**src/rtl/miner_pkg.sv**
```systemverilog
// -----------------------------------------------------------------------------
// miner_pkg
// Shared definitions for the multi-core SHA3 miner CSR block: register word
// addresses, CTL/STAT bit positions, the ID constant and the solution entry
// carried through the solution FIFO.
// -----------------------------------------------------------------------------
package miner_pkg;

    // Register word addresses (Avalon word address, 6 bits).
    localparam logic [5:0] ADDR_STAT     = 6'd0;
    localparam logic [5:0] ADDR_ID       = 6'd1;
    localparam logic [5:0] ADDR_CTL      = 6'd2;
    localparam logic [5:0] ADDR_STRIDE   = 6'd3;
    localparam logic [5:0] ADDR_SOLN     = 6'd4;   // 4..7, least-significant word first
    localparam logic [5:0] ADDR_SOLN_POP = 6'd8;
    localparam logic [5:0] ADDR_HDR      = 6'd16;  // 16..23, most-significant word first
    localparam logic [5:0] ADDR_DIFF     = 6'd24;  // 24..31, most-significant word first
    localparam logic [5:0] ADDR_START    = 6'd32;  // 32..35, most-significant word first

    // CTL bit positions.
    localparam int CTL_RUN           = 0;
    localparam int CTL_TEST          = 1;
    localparam int CTL_HALT          = 2;
    localparam int CTL_IRQ_EN        = 3;
    localparam int CTL_OVF_CLR       = 4;
    localparam int CTL_PAD_LAST_LSB  = 16;
    localparam int CTL_PAD_FIRST_LSB = 24;
    // Bits actually stored in CTL; the overflow-clear strobe is never stored.
    localparam logic [31:0] CTL_WR_MASK = 32'hFFFF_000F;

    // STAT bit positions.
    localparam int STAT_NONEMPTY = 0;
    localparam int STAT_BUSY     = 1;
    localparam int STAT_TEST     = 2;
    localparam int STAT_OVF      = 3;
    localparam int STAT_CLK_LSB  = 8;
    localparam int STAT_MAJ_LSB  = 16;
    localparam int STAT_MIN_LSB  = 20;
    localparam int STAT_CNT_LSB  = 24;

    // ASCII "SHA3".
    localparam logic [31:0] ID_VALUE = 32'h5348_4133;

    // Widest supported nonce; narrower nonces are zero-extended into entries.
    localparam int NONCE_MAX_W = 128;

    typedef struct packed {
        logic [7:0]             core_idx;
        logic [NONCE_MAX_W-1:0] nonce;
    } soln_entry_t;

endpackage

```
**src/rtl/miner_soln_fifo.sv**
```systemverilog
// -----------------------------------------------------------------------------
// miner_soln_fifo
// Synchronous FIFO for captured solutions. A push is accepted when not full,
// or when full and a pop happens in the same cycle. Flush empties the FIFO and
// overrides any same-cycle push or pop.
//
// Ports:
//   clk, rst_n   clock, asynchronous active-low reset
//   push_i       push request, data_i written at the tail when accepted
//   pop_i        pop request, ignored when empty
//   flush_i      empty the FIFO
//   data_o       head entry (stale when empty_o is high)
//   count_o      number of entries held
//   full_o       count_o == DEPTH
//   empty_o      count_o == 0
// -----------------------------------------------------------------------------
module miner_soln_fifo #(
    parameter int WIDTH = 8,
    parameter int DEPTH = 8
) (
    input  logic                     clk,
    input  logic                     rst_n,
    input  logic                     push_i,
    input  logic [WIDTH-1:0]         data_i,
    input  logic                     pop_i,
    input  logic                     flush_i,
    output logic [WIDTH-1:0]         data_o,
    output logic [$clog2(DEPTH):0]   count_o,
    output logic                     full_o,
    output logic                     empty_o
);
    localparam int AW = $clog2(DEPTH);
    localparam int CW = AW + 1;

    logic [WIDTH-1:0] mem_q [DEPTH];
    logic [AW-1:0]    wr_ptr_q;
    logic [AW-1:0]    rd_ptr_q;
    logic [CW-1:0]    count_q;
    logic             do_push;
    logic             do_pop;

    assign empty_o = (count_q == '0);
    assign full_o  = (count_q == CW'(DEPTH));
    assign do_pop  = pop_i && !empty_o;
    assign do_push = push_i && (!full_o || do_pop);
    assign data_o  = mem_q[rd_ptr_q];
    assign count_o = count_q;

    // NOTE: the storage array has no reset; validity is defined solely by the
    // pointers and count, so resetting the array would only cost area.
    always_ff @(posedge clk) begin
        if (do_push && !flush_i) begin
            mem_q[wr_ptr_q] <= data_i;
        end
    end

    // DEPTH is a power of two, so the pointers wrap naturally.
    always_ff @(posedge clk or negedge rst_n) begin
        if (!rst_n) begin
            wr_ptr_q <= '0;
            rd_ptr_q <= '0;
            count_q  <= '0;
        end else if (flush_i) begin
            wr_ptr_q <= '0;
            rd_ptr_q <= '0;
            count_q  <= '0;
        end else begin
            if (do_push) wr_ptr_q <= wr_ptr_q + AW'(1);
            if (do_pop)  rd_ptr_q <= rd_ptr_q + AW'(1);
            case ({do_push, do_pop})
                2'b10:   count_q <= count_q + CW'(1);
                2'b01:   count_q <= count_q - CW'(1);
                default: count_q <= count_q;
            endcase
        end
    end

endmodule

```
**src/rtl/miner_multi_csr.sv**
```systemverilog
// -----------------------------------------------------------------------------
// miner_multi_csr
// Avalon-MM CSR slave for an array of SHA3-256 mining cores. Holds header,
// difficulty, start nonce, nonce stride and control; captures each core's
// solution into a one-deep slot, drains slots in core-index priority order
// into a solution FIFO and raises a level IRQ while solutions are pending.
//
// Ports:
//   clk, rst_n                  clock, asynchronous active-low reset
//   address/read/write/
//   writedata/readdata          Avalon-MM word port, read latency 1
//   irq                         irq_en & FIFO non-empty, registered
//   header, difficulty          256-bit work parameters
//   core_start_nonce            per-core start nonce, START + i*STRIDE
//   core_run/test/halt          CTL[0]/[1]/[2]
//   pad_first, pad_last         CTL[31:24], CTL[23:16]
//   core_found/nonce/busy       per-core solution pulse, nonce, busy
// -----------------------------------------------------------------------------
module miner_multi_csr
    import miner_pkg::*;
#(
    parameter int         NUM_CORES  = 4,
    parameter int         NONCE_W    = 64,
    parameter int         FIFO_DEPTH = 8,
    parameter logic [7:0] CLK_MHZ    = 8'd60,
    parameter logic [3:0] MAJ_VER    = 4'd0,
    parameter logic [3:0] MIN_VER    = 4'd0
) (
    input  logic                           clk,
    input  logic                           rst_n,
    input  logic [5:0]                     address,
    input  logic                           read,
    input  logic                           write,
    input  logic [31:0]                    writedata,
    output logic [31:0]                    readdata,
    output logic                           irq,
    output logic [255:0]                   header,
    output logic [255:0]                   difficulty,
    output logic [NUM_CORES*NONCE_W-1:0]   core_start_nonce,
    output logic                           core_run,
    output logic                           core_test,
    output logic                           core_halt,
    output logic [7:0]                     pad_first,
    output logic [7:0]                     pad_last,
    input  logic [NUM_CORES-1:0]           core_found,
    input  logic [NUM_CORES*NONCE_W-1:0]   core_nonce,
    input  logic [NUM_CORES-1:0]           core_busy
);
    localparam int NW    = NONCE_W / 32;
    localparam int CNT_W = $clog2(FIFO_DEPTH) + 1;

    // Register file.
    logic [7:0][31:0]                  hdr_q;
    logic [7:0][31:0]                  diff_q;
    logic [NW-1:0][31:0]               start_q;
    logic [31:0]                       stride_q;
    logic [31:0]                       ctl_q;
    logic [NUM_CORES-1:0][NONCE_W-1:0] start_nonce_q;
    logic [31:0]                       readdata_q;
    logic [31:0]                       rdata;

    // Capture slots, overflow and IRQ.
    logic [NUM_CORES-1:0]              slot_vld_q,   slot_vld_d;
    logic [NUM_CORES-1:0][NONCE_W-1:0] slot_nonce_q, slot_nonce_d;
    logic                              ovf_q, ovf_d;
    logic                              irq_q;

    // Drain and FIFO.
    logic                drain_hit;
    logic [7:0]          drain_idx;
    logic [NONCE_W-1:0]  drain_nonce;
    logic                fifo_push, fifo_pop, fifo_full, fifo_empty;
    logic [CNT_W-1:0]    fifo_count;
    soln_entry_t         push_entry, head_entry;

    logic wr_ctl, flush, ovf_clr;

    assign wr_ctl   = write && (address == ADDR_CTL);
    // Flush only on a rising edge of run, so rewriting run=1 keeps solutions.
    assign flush    = wr_ctl && writedata[CTL_RUN] && !ctl_q[CTL_RUN];
    assign ovf_clr  = wr_ctl && writedata[CTL_OVF_CLR];
    assign fifo_pop = read && (address == ADDR_SOLN_POP) && !fifo_empty;

    // ---------------------------------------------------------------- registers
    always_ff @(posedge clk or negedge rst_n) begin
        if (!rst_n) begin
            hdr_q    <= '0;
            diff_q   <= '0;
            start_q  <= '0;
            stride_q <= '0;
            ctl_q    <= '0;
        end else if (write) begin
            if (address == ADDR_CTL)    ctl_q    <= writedata & CTL_WR_MASK;
            if (address == ADDR_STRIDE) stride_q <= writedata;
            for (int k = 0; k < 8; k++) begin
                if (address == 6'(ADDR_HDR + k))  hdr_q[7-k]  <= writedata;
                if (address == 6'(ADDR_DIFF + k)) diff_q[7-k] <= writedata;
            end
            for (int k = 0; k < NW; k++) begin
                if (address == 6'(ADDR_START + k)) start_q[NW-1-k] <= writedata;
            end
        end
    end

    // Per-core start nonces, one cycle behind START/STRIDE.
    always_ff @(posedge clk or negedge rst_n) begin
        if (!rst_n) begin
            start_nonce_q <= '0;
        end else begin
            for (int i = 0; i < NUM_CORES; i++) begin
                start_nonce_q[i] <= start_q + NONCE_W'(i) * NONCE_W'(stride_q);
            end
        end
    end

    // ------------------------------------------------------------ drain select
    // NOTE: every always_comb output gets a default first so no path leaves it
    // unassigned and no latch is inferred.
    always_comb begin
        drain_hit   = 1'b0;
        drain_idx   = '0;
        drain_nonce = '0;
        // Scan downwards so the lowest occupied index is the one that sticks.
        for (int i = NUM_CORES - 1; i >= 0; i--) begin
            if (slot_vld_q[i]) begin
                drain_hit   = 1'b1;
                drain_idx   = 8'(i);
                drain_nonce = slot_nonce_q[i];
            end
        end
    end

    assign fifo_push = drain_hit && (!fifo_full || fifo_pop);

    always_comb begin
        push_entry          = '0;
        push_entry.core_idx = drain_idx;
        push_entry.nonce    = NONCE_MAX_W'(drain_nonce);
    end

    // ------------------------------------------------------- slots / overflow
    always_comb begin
        slot_vld_d   = slot_vld_q;
        slot_nonce_d = slot_nonce_q;
        ovf_d        = ovf_q;
        if (ovf_clr) ovf_d = 1'b0;
        for (int i = 0; i < NUM_CORES; i++) begin
            if (fifo_push && (drain_idx == 8'(i))) slot_vld_d[i] = 1'b0;
            // A pulse that meets an occupied slot is lost, even if that slot
            // drains in the same cycle.
            if (core_found[i]) begin
                if (slot_vld_q[i]) begin
                    ovf_d = 1'b1;
                end else begin
                    slot_vld_d[i]   = 1'b1;
                    slot_nonce_d[i] = core_nonce[i*NONCE_W +: NONCE_W];
                end
            end
        end
        if (flush) begin
            slot_vld_d = '0;
            ovf_d      = 1'b0;
        end
    end

    always_ff @(posedge clk or negedge rst_n) begin
        if (!rst_n) begin
            slot_vld_q   <= '0;
            slot_nonce_q <= '0;
            ovf_q        <= 1'b0;
            irq_q        <= 1'b0;
        end else begin
            slot_vld_q   <= slot_vld_d;
            slot_nonce_q <= slot_nonce_d;
            ovf_q        <= ovf_d;
            irq_q        <= ctl_q[CTL_IRQ_EN] && !fifo_empty;
        end
    end

    miner_soln_fifo #(
        .WIDTH ($bits(soln_entry_t)),
        .DEPTH (FIFO_DEPTH)
    ) u_fifo (
        .clk     (clk),
        .rst_n   (rst_n),
        .push_i  (fifo_push),
        .data_i  (push_entry),
        .pop_i   (fifo_pop),
        .flush_i (flush),
        .data_o  (head_entry),
        .count_o (fifo_count),
        .full_o  (fifo_full),
        .empty_o (fifo_empty)
    );

    // ---------------------------------------------------------------- readback
    always_comb begin
        rdata = '0;
        if (address == ADDR_STAT) begin
            rdata[STAT_NONEMPTY]           = !fifo_empty;
            rdata[STAT_BUSY]               = |core_busy;
            rdata[STAT_TEST]               = ctl_q[CTL_TEST];
            rdata[STAT_OVF]                = ovf_q;
            rdata[STAT_CLK_LSB +: 8]       = CLK_MHZ;
            rdata[STAT_MAJ_LSB +: 4]       = MAJ_VER;
            rdata[STAT_MIN_LSB +: 4]       = MIN_VER;
            rdata[STAT_CNT_LSB +: 8]       = 8'(fifo_count);
        end
        if (address == ADDR_ID)     rdata = ID_VALUE;
        if (address == ADDR_CTL)    rdata = ctl_q;
        if (address == ADDR_STRIDE) rdata = stride_q;
        // Entries are zero-extended, so words past NONCE_W/32 read as 0.
        for (int k = 0; k < 4; k++) begin
            if ((address == 6'(ADDR_SOLN + k)) && !fifo_empty) begin
                rdata = head_entry.nonce[32*k +: 32];
            end
        end
        if ((address == ADDR_SOLN_POP) && !fifo_empty) rdata = {24'd0, head_entry.core_idx};
        for (int k = 0; k < 8; k++) begin
            if (address == 6'(ADDR_HDR + k))  rdata = hdr_q[7-k];
            if (address == 6'(ADDR_DIFF + k)) rdata = diff_q[7-k];
        end
        for (int k = 0; k < NW; k++) begin
            if (address == 6'(ADDR_START + k)) rdata = start_q[NW-1-k];
        end
    end

    always_ff @(posedge clk or negedge rst_n) begin
        if (!rst_n) readdata_q <= '0;
        else        readdata_q <= read ? rdata : '0;
    end

    assign readdata         = readdata_q;
    assign irq              = irq_q;
    assign header           = hdr_q;
    assign difficulty       = diff_q;
    assign core_start_nonce = start_nonce_q;
    assign core_run         = ctl_q[CTL_RUN];
    assign core_test        = ctl_q[CTL_TEST];
    assign core_halt        = ctl_q[CTL_HALT];
    assign pad_first        = ctl_q[CTL_PAD_FIRST_LSB +: 8];
    assign pad_last         = ctl_q[CTL_PAD_LAST_LSB +: 8];

endmodule
```
**config.mk**
```make
export PLATFORM = sky130hd
export DESIGN_NAME = miner_multi_csr
export DESIGN_NICKNAME = d
export VERILOG_FILES = /design/src/rtl/miner_pkg.sv /design/src/rtl/miner_soln_fifo.sv /design/src/rtl/miner_multi_csr.sv
export SDC_FILE = /design/constraint.sdc
export NUM_CORES = 2
export LEC_CHECK = 0
export CORE_UTILIZATION = 35
export DETAILED_ROUTE_END_ITERATION = 12
export GPL_TIMING_DRIVEN = 0
export HOLD_SLACK_MARGIN = 0.1
export PLACE_DENSITY = 0.63
export SLEW_MARGIN = 25
export SYNTH_ARGS = -nofsm -noshare
export SYNTH_HDL_FRONTEND = slang
export SYNTH_SLANG_ARGS = --single-unit
export TNS_END_PERCENT = 10
```
**constraint.sdc**
```tcl
create_clock -name clk -period 8.7 [get_ports clk]
set_input_delay 1.74 -clock clk [delete_from_list [all_inputs] [get_ports clk]]
set_output_delay 1.74 -clock clk [all_outputs]
set_load 0.01 [all_outputs]
```
## Word-level counts from Yosys, hierarchy flattened

Memories as Yosys holds them, arrays and structs flattened.
Cells that the tools add are included.

- Bits in registers: 1188
- Bits in writable memories: 576
- Output and inout bits: 820
- Memories: 1

Memory list:

| name | words | width | rd ports | clocked after memory_dff | wr ports | RTL line | RTL |
|---|---|---|---|---|---|---|---|
| u_fifo.mem_q | 8 | 72 | 1 | 0 | 1 | miner_soln_fifo.sv:35 | `logic [WIDTH-1:0] mem_q [DEPTH];` |

- Add/subtract/negate cells: 7
- Multiply operators: 1
- Eq/ne operators: 32
- Muxes and demuxes: 72
- Bitwise logic cells: 4
- Reductions and logical operators: 57

Operators by type and width:

| kind | number |
|---|---|
| $mux 32 | 27 |
| $mux 64 | 4 |
| $eq 6x5->1 const B | 16 |
| $add 64x32->64 | 1 |
| $add 64x33->64 | 1 |
| $add 64x34->64 | 1 |
| $reduce_and 2->1 | 24 |
| $mul 2x32->34 const A | 1 |
| $mux 1 | 28 |
| $eq 6x3->1 const B | 4 |
| $mux 8 | 3 |
| $logic_and 1x1->1 | 20 |
| $mux 20 | 1 |
| $eq 8x2->1 const B | 2 |
| $eq 6x2->1 const B | 2 |
| $eq 6x6->1 const B | 2 |
| $mux 3 | 4 |
| $mux 4 | 3 |
| $eq 8x1->1 const B | 1 |
| $logic_not 8->1 | 1 |
| $pmux 4 s2 | 1 |
| $add 3x1->3 const B | 2 |
| $eq 6x1->1 const B | 1 |
| $eq 6x4->1 const B | 1 |
| 14 further kinds | 22 |

## Logic depth before layout (Yosys ltp)

- Depth in word-level cells: 30
- Mapped depth: 14

## By module

A second synthesis with hierarchy kept.

- Cell total of the unflattened synthesis: 6148
- Area total of the unflattened synthesis: 97225.7 µm²

By module, submodules not included:

| module | instances | cells an instance | area an instance (µm²) |
|---|---|---|---|
| miner_multi_csr | 1 | 4498 | 54637.4 |
| miner_soln_fifo | 1 | 1650 | 42588.3 |

## Least setup slack after synthesis

Ideal clock, no wire load.

- Path kind: input to register
- Start: input address[1]
- End: memory u_fifo.mem_q[0][0] in the netlist's numbering (enable)
- Setup time: 0.571 ns
- Data arrival time: 8.166 ns
- Data required time: 8.129 ns
- Path slack: -0.037 ns
- Stages on the path: 7
- Path buffers: 1
- Path through: clkbuf_1 > or4_1 > nor4b_2 > nand2_1 > and3_1 > or4_1 > nor3_1

- Word-level cells in the longest chain between the ends: 9
- Elaborated cells on any way between the ends: 16
- Classes of those cells: 2 x eq/ne; 2 x mux; 12 x reduce/logical

Ends and longest elaborated chain:

| element | RTL line | RTL |
|---|---|---|
| from (decl) | miner_multi_csr.sv:31 | `input logic [5:0] address,` |
| $eq 6x4->1 | miner_multi_csr.sv:82 | `assign fifo_pop = read && (address == ADDR_SOLN_POP) && !fifo_empty;` |
| $logic_and 1x1->1 (2 in a row) | miner_multi_csr.sv:82 |  |
| $logic_or 1x1->1 or $logic_and 1x1->1 (tied branches) | miner_multi_csr.sv:133, miner_soln_fifo.sv:44 |  |
| $logic_and 1x1->1 or $logic_or 1x1->1 (tied branches) | miner_multi_csr.sv:133, miner_soln_fifo.sv:45 |  |
| $logic_and 1x1->1 | miner_soln_fifo.sv:45 | `assign do_push = push_i && (!full_o \|\| do_pop);` |
| $logic_and 1x1->1 * | miner_soln_fifo.sv:52 | `if (do_push && !flush_i) begin` |
| $mux 1 * | miner_soln_fifo.sv:52 |  |
| $mux 1 (not written as such) * | miner_soln_fifo.sv:53 | `mem_q[wr_ptr_q] <= data_i;` |
| to (decl) | miner_soln_fifo.sv:35 |  |

Mark *: on every way between the ends. The rest lies on a longest branch, timed or not.

## Worst setup path after layout

- Start: input address[0]
- End: register readdata_q[4], in the netlist readdata[4]

- Word-level cells in the longest chain between the ends: 28
- Elaborated cells on any way between the ends: 58
- Classes of those cells: 26 x eq/ne; 27 x mux; 5 x reduce/logical

Ends and longest elaborated chain:

| element | RTL line | RTL |
|---|---|---|
| $eq 6x1->1 | miner_multi_csr.sv:209 | `if (address == ADDR_ID) rdata = ID_VALUE;` |
| $mux 32 | miner_multi_csr.sv:209 |  |
| $mux 32 | miner_multi_csr.sv:210 | `if (address == ADDR_CTL) rdata = ctl_q;` |
| $mux 32 | miner_multi_csr.sv:211 | `if (address == ADDR_STRIDE) rdata = stride_q;` |
| $mux 32 (4 in a row) | miner_multi_csr.sv:214 | `if ((address == 6'(ADDR_SOLN + k)) && !fifo_empty) begin` |
| $mux 32 | miner_multi_csr.sv:218 | `if ((address == ADDR_SOLN_POP) && !fifo_empty) rdata = {24'd0, head_entry.core_idx};` |
| $mux 32 | miner_multi_csr.sv:220 | `if (address == 6'(ADDR_HDR + k)) rdata = hdr_q[7-k];` |
| $mux 32 | miner_multi_csr.sv:221 | `if (address == 6'(ADDR_DIFF + k)) rdata = diff_q[7-k];` |
| [... 9 more ...] | n/a |  |
| $mux 32 | miner_multi_csr.sv:221 |  |
| $mux 32 | miner_multi_csr.sv:220 |  |
| $mux 32 | miner_multi_csr.sv:221 |  |
| $mux 32 | miner_multi_csr.sv:220 |  |
| $mux 32 | miner_multi_csr.sv:221 |  |
| $mux 32 | miner_multi_csr.sv:224 | `if (address == 6'(ADDR_START + k)) rdata = start_q[NW-1-k];` |
| $mux 32 * | miner_multi_csr.sv:224 |  |
| $mux 32 * | miner_multi_csr.sv:230 | `else readdata_q <= read ? rdata : '0;` |
| to (signal assigned) | miner_multi_csr.sv:230 |  |
| to (decl) | miner_multi_csr.sv:59 | `logic [31:0] readdata_q;` |

Marks and branches as above.
A chain may end at the register's enable or synchronous reset.

==> impl_results.rst <==
.. list-table::
   :header-rows: 1

   * - Metric
     - Value
   * - Maximum clock rate
     - 151 MHz
   * - Post-DR wirelength/cell
     - 37.5 µm
   * - Detailed router's first-iteration violation count
     - roughly 6000
   * - Post-Synthesis Cell Area
     - roughly 0.075 mm²
   * - Final global-route overflow total
     - 0
   * - Pwr Total
     - between 20 and 30 mW
   * - Top cells by area in the synthesized netlist
     - sky130_fd_sc_hd__dfrtp_1 (40%), sky130_fd_sc_hd__edfxtp_1 (21%), sky130_fd_sc_hd__mux2_2 (13%), sky130_fd_sc_hd__mux4_2 (4.0%), sky130_fd_sc_hd__a22oi_1 (1.9%)
   * - Ordered list of cells on the worst path
     - clkdlybuf4s50_1 -> clkbuf_1 -> nand2b_1 -> nor2_1 -> buf_2 -> buf_2 -> a222oi_1 -> buf_2 -> o2111ai_1 -> o21ai_0 -> nand2_1 -> o21ai_0 -> a41oi_1
   * - Post-route DRC
     - 0
   * - Register clock-pin slew on the reported worst setup and hold paths
     - around 70 ps
   * - Wire length of the first global-routing pass
     - just under 500000 µm
   * - Hold buffer count at cts
     - 0
   * - Netlist cell types
     - 95
   * - Post-layout net count
     - slightly above 7000
   * - Cell seen most often among critical-path stages
     - sky130_fd_sc_hd__buf_2
   * - Filler instances
     - roughly 19000
   * - Number of buffer cells added on primary ports
     - ~1100
   * - Core Area
     - 0.211 mm²
   * - Simple-gate area share of the yosys netlist
     - 0.0455
   * - Top cells by instance count after synthesis
     - sky130_fd_sc_hd__dfrtp_1 (1186), sky130_fd_sc_hd__mux2_2 (872), sky130_fd_sc_hd__edfxtp_1 (528), sky130_fd_sc_hd__nor2_1 (257), sky130_fd_sc_hd__clkbuf_1 (231)
   * - Die Outline Area
     - ~0.21 mm²
   * - Proportion of synthesized area in mux cells
     - 0.181
   * - Clock insertion delay at the later pin of the skew report
     - ~850 ps
   * - Critical path endpoint category
     - flip-flop
   * - Vias in the first global route
     - around 55000
   * - Largest clock skew in the final design
     - around 33 ps
   * - Yosys warning total
     - 0
   * - Combined global-route utilization of all metal layers
     - 0.329
   * - Quantity of gates resized following cts
     - 0
   * - Areal power density over the cells
     - about 300 mW/mm²
   * - Synth Instances
     - roughly 5200
   * - Area added between synthesis and finish
     - 29.9%
   * - Overall via count from detail_route
     - approximately 55000
   * - Ports placed on the boundary
     - about 1100
   * - Synthesized net count
     - 5691
   * - Outcome
     - finished, final reports clean
   * - Biggest area consumer among synthesized cells
     - sky130_fd_sc_hd__dfrtp_1
   * - Final routed wirelength across all metal layers
     - around 360000 µm
   * - End-of-flow core utilization
     - 0.460
   * - Post-route minimum period
     - roughly 6600 ps
   * - Maximum number of pins on one net before global-route repair
     - approximately 130
   * - Max-cap viol count
     - 0
   * - Drt via density
     - around 5.7
   * - Most common flop cell mapped by yosys
     - sky130_fd_sc_hd__dfrtp_1
   * - Number of synthesized register bits
     - 1714
   * - Fraction of the mapped netlist area in compound gates
     - 0.0889
   * - Number of sinks on the clock net
     - ~1700
   * - Number of pins exceeding their max-slew limit in the final report
     - 0
   * - Number of buffers created by CTS
     - between 150 and 200
   * - Transition at the pin with the smallest max-transition slack
     - between 1000 and 1500 ps
   * - Share of synthesized cell area in full adder, half adder and majority cells
     - 0.0264
   * - Static leakage power
     - 39.8 nW
   * - Req. time, crit path
     - 9460 ps
   * - Gpl congestion
     - about 1.0
   * - Cell at the slowest stage of the critical path
     - sky130_fd_sc_hd__nor2_1
   * - Largest family of logic cells by synthesized area
     - multiplexers
   * - Sequential-to-total area share from yosys stat
     - 0.611
   * - Number of optimization iterations in the first detailed-route pass
     - 9
   * - Slew Limit Headroom
     - 0.178
   * - Portion of synthesized cell area occupied by the leading cell type
     - 0.398
   * - Final sum of negative setup slack
     - 0 ps
   * - Max VDD drop
     - around 0.00023 V
   * - Post CTS Setup Buffer Count
     - 0
   * - DP Wirelength
     - 285000 µm
   * - Async set-or-reset flop fraction in the synthesized netlist
     - 0.692
   * - Core Rows
     - roughly 170
   * - Critical path data arrival time
     - between 7000 and 8000 ps
   * - Buffers from clock root to sink, at most
     - 3
   * - Share of post-route cells with drive strength above 1
     - 0.231
   * - Setup violations, final
     - 0
   * - Initial core utilization
     - 0.354
   * - Hold Path Class
     - flip-flop to flip-flop
   * - Launching element type of the critical path
     - input port
   * - Average instance area after synthesis
     - roughly 14 µm²
   * - Largest fanout on the critical path
     - 10
   * - Clock tree root buffer cell
     - sky130_fd_sc_hd__clkbuf_16
   * - H-tree depth
     - 4
   * - Cell family with most CP delay
     - buffers and inverters
   * - Final hold vios
     - 0
   * - Post-Synth XOR/XNOR Area
     - 0.0210
   * - Number of synthesized flops with an enable pin
     - between 500 and 600
   * - Die height
     - around 460 µm
   * - Die width
     - around 460 µm
   * - Largest stage delay on the critical path
     - ~750 ps
   * - Number of antenna violations at the first check in global routing
     - 51
   * - Critical path class
     - input port to flip-flop
   * - Setup repair after global routing missed its margin
     - no
   * - TritonCTS clock tree
     - yes
   * - Most repeated cell in the gate-level netlist after synthesis
     - sky130_fd_sc_hd__dfrtp_1
   * - Buf/Inv on CP
     - 5
   * - Share of the clock period used by the worst path after layout
     - 0.760
   * - Post-route antenna net violation count
     - 0
==> path summary, 6_finish.rpt <==
check / start / end / slack, ps / depth (start not counted)
worst max-delay path: address[0] / readdata[4] / 2090 / 13
worst min-delay path: start_q[49] / core_start_nonce[49] / 370 / 0
worst max register to register: u_fifo.count_o[0] / readdata[28] / 3630 / 9
max in group asynchronous: rst_n / core_start_nonce[91] / 5360 / 5
worst min register to register: start_q[49] / core_start_nonce[49] / 370 / 0
min in group asynchronous: rst_n / slot_nonce_q[159] / 760 / 1
==> stage by stage <==
step	setup WS (ps)	cells	instance area, µm²	hold slack, ps
2_1_floorplan	84.4	5249	74500	349
3_3_place_gp	-49130	9147	89000	355
5_1_grt	2300	9580	96800	387
4_1_cts	2420	9559	96700	373
6_report	2090	9605	96800	374
3_5_place_dp	1550	9214	90400	359
==> layout by cell type (no fill, tap or decap), drive strengths merged, types with 45 or more instances in the layout <==
cell	Yosys	layout
nand2	227	227
nor2	258	258
mux4	132	132
ha	101	101
diode	0	45
a22oi	186	186
edfxtp	528	528
nand3	45	45
a21o	61	61
clkinv	0	51
mux2i	73	73
buf	143	212
xnor2	77	77
mux2	872	872
o21ai	185	185
dfrtp	1186	1186
clkdlybuf4s50	0	1092
xor2	102	102
a21oi	218	218
clkbuf	245	503
==> worst register-to-register path: stages (launching register included) <==
cell	delay, ps
sky130_fd_sc_hd__dfrtp_1	460
sky130_fd_sc_hd__nor4_2	840
sky130_fd_sc_hd__or3_1	250
sky130_fd_sc_hd__buf_2	320
sky130_fd_sc_hd__buf_2	500
sky130_fd_sc_hd__buf_1	900
sky130_fd_sc_hd__o22ai_1	670
sky130_fd_sc_hd__o22ai_1	530
sky130_fd_sc_hd__a211oi_1	270
sky130_fd_sc_hd__o21a_1	230
==> layout make-up <==
cell class,count,area [µm²],share of cell area
Timing Repair Buffer,1161,12200,0.126
Multi-Input combinational cell,3112,27200,0.281
Inverter,32,120,0.00124
Tap cell,2805,3510,0.0363
Sequential cell,1714,45500,0.470
Clock inverter,87,937,0.00968
Antenna cell,45,113,0.00116
Clock buffer,258,5310,0.0549
Buffer,391,1850,0.0191
==> routing by layer <==
| layer | global-route usage | up-vias | routed length, µm | share of wire |
|---|---|---|---|---|
| met3 | 0.0891 | 961 | 31800 | 0.088 |
| met2 | 0.533 | 3247 | 168000 | 0.47 |
| met5 | 0 | - | 218 | 0.00061 |
| met1 | 0.371 | 28500 | 126000 | 0.35 |
| met4 | 0.252 | 36 | 33700 | 0.093 |
| li1 | - | 22400 | - | - |
==> sequential cells by signal (all words and copies together) (netlist names), 3 cells and up <==
signal,count
ctl_q,20
start_q,64
u_fifo.count_o,4
slot_vld_q,4
readdata,32
stride_q,32
u_fifo.rd_ptr_q,3
core_start_nonce,254
difficulty,256
header,256
slot_nonce_q,256
u_fifo.wr_ptr_q,3
u_fifo.mem_q,528
==> cells by family after synthesis <==
family | after synthesis
buf+inv | 423
simple gates | 739
mux | 1077
flops | 1714
fa+ha+maj | 136
compound gates | 981
xor+xnor | 179
==> report_power, final <==
part | total [mW] | leakage, nW | internal [mW] | switching (mW)
registers | 12.3 | 20.2 | 11.0 | 1.31
clock network | 8.18 | 3.06 | 4.77 | 3.41
logic | 8.13 | 16.6 | 3.56 | 4.57
total | 28.6 | 39.8 | 19.3 | 9.29
No activity file was read; power rests on OpenSTA's default activity.
